`src/rtl/keypad_hex_scan.sv`:
```
// 4x4 matrix keypad scanner: column scan, row sync, per-frame press classification,
// debounce FSM and a one-entry valid/ready buffer for the accepted hex digit.
module keypad_hex_scan #(
  parameter int N         = 17,
  parameter int DB_FRAMES = 4
) (
  input  logic       clk,
  input  logic       reset_n,
  input  logic [3:0] row_n,
  output logic [3:0] col_n,
  output logic [3:0] key_code,
  output logic       key_valid,
  input  logic       key_ready,
  output logic       key_held,
  output logic       overrun,
  input  logic       clr_overrun
);

  localparam int CW = $clog2(DB_FRAMES + 1);

  typedef enum logic [1:0] {IDLE, DEBOUNCE, PRESSED, RELEASE} state_e;

  logic [N+1:0] scan_q;
  logic [1:0]   col_idx;
  logic         slot_end;
  logic [3:0]   row_meta_q, row_sync_q;
  logic [3:0]   pressed_rows;
  logic [2:0]   col_hits;
  logic [3:0]   col_code;
  logic [3:0]   hit_sum;
  logic [1:0]   acc_cnt_q, acc_cnt_d;
  logic [3:0]   acc_code_q, acc_code_d;
  logic [1:0]   verdict_cnt_q;
  logic [3:0]   verdict_code_q;
  logic         frame_done_q;
  logic         verdict_none, verdict_single;
  logic         accept;
  state_e       state_q;
  logic [CW-1:0] cnt_q;
  logic [3:0]   cand_q;
  logic [3:0]   key_code_q;
  logic         key_valid_q, key_held_q, overrun_q;

  function automatic logic [3:0] keyMap(input logic [1:0] r, input logic [1:0] c);
    logic [3:0] code;
    case ({r, c})
      4'h0: code = 4'h1;  4'h1: code = 4'h2;  4'h2: code = 4'h3;  4'h3: code = 4'hA;
      4'h4: code = 4'h4;  4'h5: code = 4'h5;  4'h6: code = 4'h6;  4'h7: code = 4'hB;
      4'h8: code = 4'h7;  4'h9: code = 4'h8;  4'hA: code = 4'h9;  4'hB: code = 4'hC;
      4'hC: code = 4'h0;  4'hD: code = 4'hF;  4'hE: code = 4'hE;  default: code = 4'hD;
    endcase
    return code;
  endfunction

  assign col_idx      = scan_q[N+1:N];
  assign slot_end     = &scan_q[N-1:0];
  assign col_n        = ~(4'b0001 << col_idx);
  assign pressed_rows = ~row_sync_q;

  // Per-column contribution: hit count and the code of the lowest pressed row.
  always_comb begin
    col_hits = {2'b00, pressed_rows[0]} + {2'b00, pressed_rows[1]}
             + {2'b00, pressed_rows[2]} + {2'b00, pressed_rows[3]};
    col_code = keyMap(2'd3, col_idx);
    if (pressed_rows[0])      col_code = keyMap(2'd0, col_idx);
    else if (pressed_rows[1]) col_code = keyMap(2'd1, col_idx);
    else if (pressed_rows[2]) col_code = keyMap(2'd2, col_idx);
    hit_sum    = {2'b00, acc_cnt_q} + {1'b0, col_hits};
    acc_cnt_d  = (hit_sum >= 4'd2) ? 2'd2 : hit_sum[1:0];
    acc_code_d = (col_hits != 3'd0) ? col_code : acc_code_q;
  end

  // Scan counter, row synchronizer and frame accumulation into a registered verdict.
  always_ff @(posedge clk or negedge reset_n) begin
    if (!reset_n) begin
      scan_q         <= '0;
      row_meta_q     <= 4'hF;
      row_sync_q     <= 4'hF;
      acc_cnt_q      <= '0;
      acc_code_q     <= '0;
      verdict_cnt_q  <= '0;
      verdict_code_q <= '0;
      frame_done_q   <= 1'b0;
    end else begin
      scan_q       <= scan_q + 1'b1;
      row_meta_q   <= row_n;
      row_sync_q   <= row_meta_q;
      frame_done_q <= 1'b0;
      if (slot_end) begin
        if (col_idx == 2'd3) begin
          verdict_cnt_q  <= acc_cnt_d;
          verdict_code_q <= acc_code_d;
          frame_done_q   <= 1'b1;
          acc_cnt_q      <= '0;
          acc_code_q     <= '0;
        end else begin
          acc_cnt_q  <= acc_cnt_d;
          acc_code_q <= acc_code_d;
        end
      end
    end
  end

  assign verdict_none   = (verdict_cnt_q == 2'd0);
  assign verdict_single = (verdict_cnt_q == 2'd1);

  assign accept = frame_done_q && verdict_single &&
                  (((state_q == IDLE) && (DB_FRAMES == 1)) ||
                   ((state_q == DEBOUNCE) && (verdict_code_q == cand_q) &&
                    (cnt_q == CW'(DB_FRAMES - 1))));

  // Debounce FSM steps once per frame; the output buffer shares the same register block.
  always_ff @(posedge clk or negedge reset_n) begin
    if (!reset_n) begin
      state_q     <= IDLE;
      cnt_q       <= '0;
      cand_q      <= '0;
      key_code_q  <= '0;
      key_valid_q <= 1'b0;
      key_held_q  <= 1'b0;
      overrun_q   <= 1'b0;
    end else begin
      if (frame_done_q) begin
        case (state_q)
          IDLE: begin
            if (verdict_single) begin
              cand_q <= verdict_code_q;
              if (DB_FRAMES == 1) begin
                state_q    <= PRESSED;
                key_held_q <= 1'b1;
              end else begin
                state_q <= DEBOUNCE;
                cnt_q   <= CW'(1);
              end
            end
          end
          DEBOUNCE: begin
            if (verdict_single) begin
              if (verdict_code_q == cand_q) begin
                if (cnt_q == CW'(DB_FRAMES - 1)) begin
                  state_q    <= PRESSED;
                  key_held_q <= 1'b1;
                  cnt_q      <= CW'(DB_FRAMES);
                end else begin
                  cnt_q <= cnt_q + 1'b1;
                end
              end else begin
                cand_q <= verdict_code_q;
                cnt_q  <= CW'(1);
              end
            end else begin
              state_q <= IDLE;
              cnt_q   <= '0;
            end
          end
          PRESSED: begin
            if (verdict_none) begin
              if (DB_FRAMES == 1) begin
                state_q    <= IDLE;
                key_held_q <= 1'b0;
                cnt_q      <= '0;
              end else begin
                state_q <= RELEASE;
                cnt_q   <= CW'(1);
              end
            end
          end
          default: begin
            if (verdict_none) begin
              if (cnt_q == CW'(DB_FRAMES - 1)) begin
                state_q    <= IDLE;
                key_held_q <= 1'b0;
                cnt_q      <= '0;
              end else begin
                cnt_q <= cnt_q + 1'b1;
              end
            end else begin
              state_q <= PRESSED;
            end
          end
        endcase
      end

      // A set of overrun in the same cycle overrides the clear.
      if (clr_overrun) overrun_q <= 1'b0;
      if (accept) begin
        if (key_valid_q && !key_ready) begin
          overrun_q <= 1'b1;
        end else begin
          key_code_q  <= verdict_code_q;
          key_valid_q <= 1'b1;
        end
      end else if (key_valid_q && key_ready) begin
        key_valid_q <= 1'b0;
      end
    end
  end

  assign key_code  = key_code_q;
  assign key_valid = key_valid_q;
  assign key_held  = key_held_q;
  assign overrun   = overrun_q;

endmodule
```
`config.mk`:
```
export PLATFORM = sky130hd
export DESIGN_NAME = keypad_hex_scan
export DESIGN_NICKNAME = d
export VERILOG_FILES = /design/src/rtl/keypad_hex_scan.sv
export SDC_FILE = /design/constraint.sdc
export NUM_CORES = 1
export LEC_CHECK = 0
export ABC_CLOCK_PERIOD_IN_PS = 3600
export CORE_MARGIN = 2
export CORE_UTILIZATION = 58
export DETAILED_ROUTE_END_ITERATION = 8
export PLACE_DENSITY_LB_ADDON = 0.05
export SETUP_SLACK_MARGIN = 0.1
export SLEW_MARGIN = 40
export SYNTH_ARGS = -nofsm -noshare
export SYNTH_HDL_FRONTEND = slang
export SYNTH_SLANG_ARGS = --single-unit
```
`constraint.sdc`:
```
create_clock -name clk -period 3.6 [get_ports clk]
set_input_delay 1.08 -clock clk [delete_from_list [all_inputs] [get_ports clk]]
set_output_delay 1.08 -clock clk [all_outputs]
set_load 0.01 [all_outputs]
```
* Word-level counts from Yosys, hierarchy flattened *
Cells that the tools add are included.

operators by class
  magnitude comparators = 1
  shift operators = 1
  equal/unequal tests = 17
  reductions and logical operators = 24
  bitwise operators = 4
  add/sub/neg operators = 6
  mux-type cells = 45

operators with widths
  cell                                                   count
  one-hot mux 4 bit (4 select lines)                     3
  two-way mux 4 bit                                      8
  two-way mux 3 bit                                      7
  adder 19 x 1 -> 19 bit, second input constant          1
  two-way mux 2 bit                                      9
  AND reduction 18 bit                                   1
  AND reduction 17 bit                                   1
  two-way mux 1 bit                                      13
  one-hot mux 4 bit (3 select lines)                     1
  AND reduction 6 bit                                    2
  inequality test 2 bit, second input constant           5
  one-hot mux 3 bit (3 select lines)                     1
  NOT 4 bit                                              2
  one-hot mux 4 bit (2 select lines)                     1
  == test 2 x 1 -> 1 bit, second input constant          3
  == test 2 bit, second input constant                   3
  logical AND 1 bit                                      6
  zero test 2 bit                                        3
  inequality test 3 x 2 -> 1 bit, second input constant  2
  one-hot mux 2 bit (3 select lines)                     1
  nonzero test 2 bit                                     3
  nonzero test 3 bit                                     2
  inequality test 5 x 1 -> 1 bit, second input constant  1
  AND reduction 5 bit                                    1
  other kinds (16)                                       18

word-level totals
  output and inout port bits = 11
  register bits = 56
  logic and storage cells = 113

* Logic depth before layout (Yosys ltp) *
  depth after elaboration = 8
  mapped depth = 10
  depth with buffers taken out = 9

* Worst setup path after synthesis *
Ideal clock, no wire load.

  kind = reg2reg
  start point = register row_sync_q[0]
  end point = register acc_cnt_q[0]
  stages on the path, launching flop included = 11
  arrival = 2731 ps
  clock period less this slack = 2863 ps
  path buffers = 1
  path slack = 737 ps
  data required time = 3468 ps
  library setup time = 132 ps
  path through = dfstp_2 clkbuf_1 inv_1 fa_1 ha_1 ha_1 fa_1 nor2_1 a41o_1 nand2_1 o22ai_1

between the ends
  cells in the longest elaborated chain, start to end = 8

RTL lines
  element                       RTL line  text
  start, declared               26        logic [3:0] row_meta_q, row_sync_q;
  start signal, assigned        87        row_sync_q <= row_meta_q;
  NOT 4 bit (*)                 58        assign pressed_rows = ~row_sync_q;
  adder 1 x 1 -> 2 bit (*)      62        col_hits = {2'b00, pressed_rows[0]} + {2'b00, pressed_rows[1]}
  adder 2 x 1 -> 3 bit (*)      63        + {2'b00, pressed_rows[2]} + {2'b00, pressed_rows[3]};
  adder 3 x 1 -> 3 bit (*)      63
  adder 2 x 3 -> 4 bit (*)      68        hit_sum = {2'b00, acc_cnt_q} + {1'b0, col_hits};
  >= comparator 4 x 2 -> 1 bit  69        acc_cnt_d = (hit_sum >= 4'd2) ? 2'd2 : hit_sum[1:0];
  two-way mux 2 bit (*)         69
  two-way mux 2 bit (*)         90        if (col_idx == 2'd3) begin
  end signal, assigned          97        acc_cnt_q <= acc_cnt_d;
  end, declared                 31        logic [1:0] acc_cnt_q, acc_cnt_d;

Every way passes the cells marked *; elsewhere a longest branch is shown, timed or not.
A chain may end at the register's enable or synchronous reset.

* Worst setup path after layout *
  start point = register scan_q[17]
  end point = output port col_n[3]

between the ends
  cells in the longest elaborated chain, start to end = 2

RTL lines
  element                    RTL line  text
  start, declared            23        logic [N+1:0] scan_q;
  start signal, assigned     85        scan_q <= scan_q + 1'b1;
  << shifter 1 x 2 -> 4 bit  57        assign col_n = ~(4'b0001 << col_idx);
  NOT 4 bit                  57
  end, declared              10        output logic [3:0] col_n,

No other way between the ends.

==> summary.txt <==
Route
  – DRT Pass-1 Iters: 4
  – Antenna Nets Post-Route: 0
  – Post-DR wirelength/cell: 13.9 µm
  – Initial DRC count: 86
  – Via count: 1771
  – Final wirelength: 4430 µm
  – Vias per std cell: 5.57
  – # DRC: 0

Critical path
  – Crit path DAT: 1.75 ns
  – WP data required: 2.52 ns
  – Startpoint types: flip-flop
  – WS Path Type: reg2out
  – Crit. End Element: output pin
  – Crit-path max FO: 11
  – Worst R2R Start: row_sync_q[0]
  – Reg2Reg Setup Slack: 0.80 ns
  – Worst reg2reg path depth: 9
  – FF-to-FF End: verdict_cnt_q[0]

GRT
  – First-pass GRT wire length: 7760 µm
  – Total track usage: 19.1%
  – Initial antenna violation count: 0
  – Total gr overflow: 0
  – Vias in the first global route: 1702
  – Largest net degree at the start of global routing: 57

Placed design
  – Detailed placement HPWL: 3240 µm
  – Pre-CTS setup slack: 0.792 ns
  – Placer's final routability congestion estimate: 0.768
  – PortBufs: 18

Clock network
  – H-tree levels: 2
  – Hold_buf cts: 0
  – CTS tree: done
  – Max Buffers Root-to-Sink: 2
  – CTS Buf Count: 5
  – Post-CTS setup buffer count: 0
  – Clk Tree Root Cell: clkbuf_8
  – Clock slew at reported path FFs: 0.09 ns
  – Latest clock arrival within the worst-skew pair: 0.30 ns
  – Post_cts resized: 0
  – # clock sinks: 56

Timing
  – Final setup TNS: 0 ns
  – Final Hold Fails: 0
  – Post-layout minimum cycle time: 2.83 ns
  – # setup viols final: 0
  – Slew Viols, Final: 0
  – Slew headroom: 55.0%
  – Clk_skew: 0.00627 ns
  – Unrepaired setup endpoints after global routing: no
  – Max Clk Rate: 0.353 GHz
  – Worst Slack Setup Final: 0.770 ns
  – Worst-margin pin slew: 0.675 ns
  – Period utilization: 78.6%

Power and ir drop
  – Maximum vdd drop: 0.281 mV
  – Leak Pwr: 1.44 nW
  – PwrDens: 344 mW/mm²

Die
  – Die ar.: 0.00530 mm²
  – IO Count: 19
  – Core Area: 0.00463 mm²
  – Cell Rows: 25
  – Die H: 72.8 µm
  – Die boundary width: 72.8 µm
  – Initial Util: 59.3%

Yosys
  – Most used DFF post-synth: dfrtp_1
  – YS warnings: 0
  – Post-synth top area share: 43.7%
  – FFs w/ async S/R, synth: 100%
  – Synth Net Count: 269
  – Synth top area cells: dfrtp_1 44%, dfstp_2 7.7%, ha_1 6.4%
  – Cells after Synth: 245
  – Yosys reg bits: 56
  – Register area share after synthesis: 51.4%
  – Post-synth EDFFs: 0
  – Unique cell type count in the Yosys netlist: 46
  – Synth Cell Area: 0.00275 mm²
  – Yosys top cell by area: dfrtp_1
  – Syn avg cell area: 11.2 µm²

Finish
  – Layout cells sized above 1: 11.7%
  – Area delta synth->final: 10.9%
  – Nets: 287
  – # diodes: 0
  – Fill cell count: 395

Worst hold path
  – Hold Path Depth: 0
  – HP Start: row_meta_q[0]
  – Path type of the worst min-delay path: reg2reg
  – Worst hold path endpoint: row_sync_q[0]

Outcome
  – Status: finished clean

Job
  – Max-cap violation count: 0
## how the worst max path moves through the flow
stage,from,end,slack [ns]
floorplan,row_sync_q[0],acc_cnt_q[0],0.74
global placement,row_sync_q[0],verdict_cnt_q[0],0.84
detailed placement,row_sync_q[0],verdict_cnt_q[0],0.79
CTS,scan_q[17],col_n[3],0.75
global route,row_sync_q[0],acc_cnt_q[0],0.65
finish,scan_q[17],col_n[3],0.77
## Yosys cell counts (2+ instances only)
cell type / instances
ha_1: 14
clkbuf_1: 5
o32ai_1: 2
o41ai_1: 2
and4_1: 3
a311oi_1: 2
nand2b_1: 3
nand3_1: 9
and2_1: 2
mux2i_1: 3
and3_1: 8
buf_2: 2
fa_1: 2
a41o_1: 2
o21ai_0: 3
a21oi_1: 7
nand2_1: 17
o22ai_1: 6
nor2_1: 10
mux2_2: 11
inv_1: 25
nand4_1: 3
xor2_1: 12
xnor2_1: 10
nor3_1: 7
dfrtp_1: 48
dfstp_2: 8
## stage by stage
step,power [mW],std cells,instance area (µm²),hold slack (ns),utilization [%]
global placement,0.716,310,2960,0.347,63.9
floorplan,0.688,245,2750,0.345,-
CTS,1.07,318,3050,0.361,65.8
finish,1.05,318,3050,0.360,65.8
global route,1.10,318,3050,0.365,65.8
detailed placement,0.718,310,2960,0.347,63.9
## routing by layer
| layer | wire, µm | global-route usage [%] | part of all wire (%) |
|---|---|---|---|
| met1 | 2130 | 26.7 | 48 |
| met2 | 2100 | 29.4 | 47 |
| met3 | 144 | 4.14 | 3.2 |
| met4 | 63 | 7.41 | 1.4 |
| met5 | 0 | 0 | 0 |
## sequential cells by signal, indices dropped and copies added (netlist names)
signal,count
cnt_q,3
frame_done_q,1
key_held,1
row_sync_q,4
key_code,4
acc_code_q,4
verdict_code_q,4
state_q,2
acc_cnt_q,2
cand_q,4
key_valid,1
scan_q,19
row_meta_q,4
overrun,1
verdict_cnt_q,2
## layout by cell type, fill, tap and decap left out, types with 9 or more instances in the layout
| master | n |
|---|---|
| dfrtp_1 | 48 |
| inv_1 | 25 |
| nand2_1 | 17 |
| clkdlybuf4s50_1 | 17 |
| ha_1 | 14 |
| xor2_1 | 12 |
| mux2_2 | 11 |
| nor2_1 | 10 |
| xnor2_1 | 10 |
| nand3_1 | 9 |
## worst max-delay path: stages (launching register included)
cell             delay, ns
dfrtp_1               0.44
ha_1                  0.35
inv_1                 0.13
clkdlybuf4s50_1       0.54
## layout make-up
class / count / area (µm²) / area share (%)
well taps: 54 / 67.6 / 2.22
flip-flops and latches: 56 / 1410 / 46.3
multi-input cells: 156 / 1200 / 39.4
clock buffers: 8 / 90.1 / 2.96
repair buffers: 19 / 183 / 6.00
inverters: 25 / 93.8 / 3.08
## cell families after synthesis
logic type,share of synthesized area [%]
compound gates,8.20
xor+xnor,7.02
fa+ha+maj,7.84
buf+inv,4.87
flops,51.4
mux,6.15
simple gates,14.5
## power by group
group          total, mW  internal, mW  switching (mW)
sequential         0.641         0.637         0.00406
clock              0.343         0.157           0.186
combinational     0.0635        0.0256          0.0379
total               1.05         0.820           0.228
No activity file was read; power rests on OpenSTA's default activity.
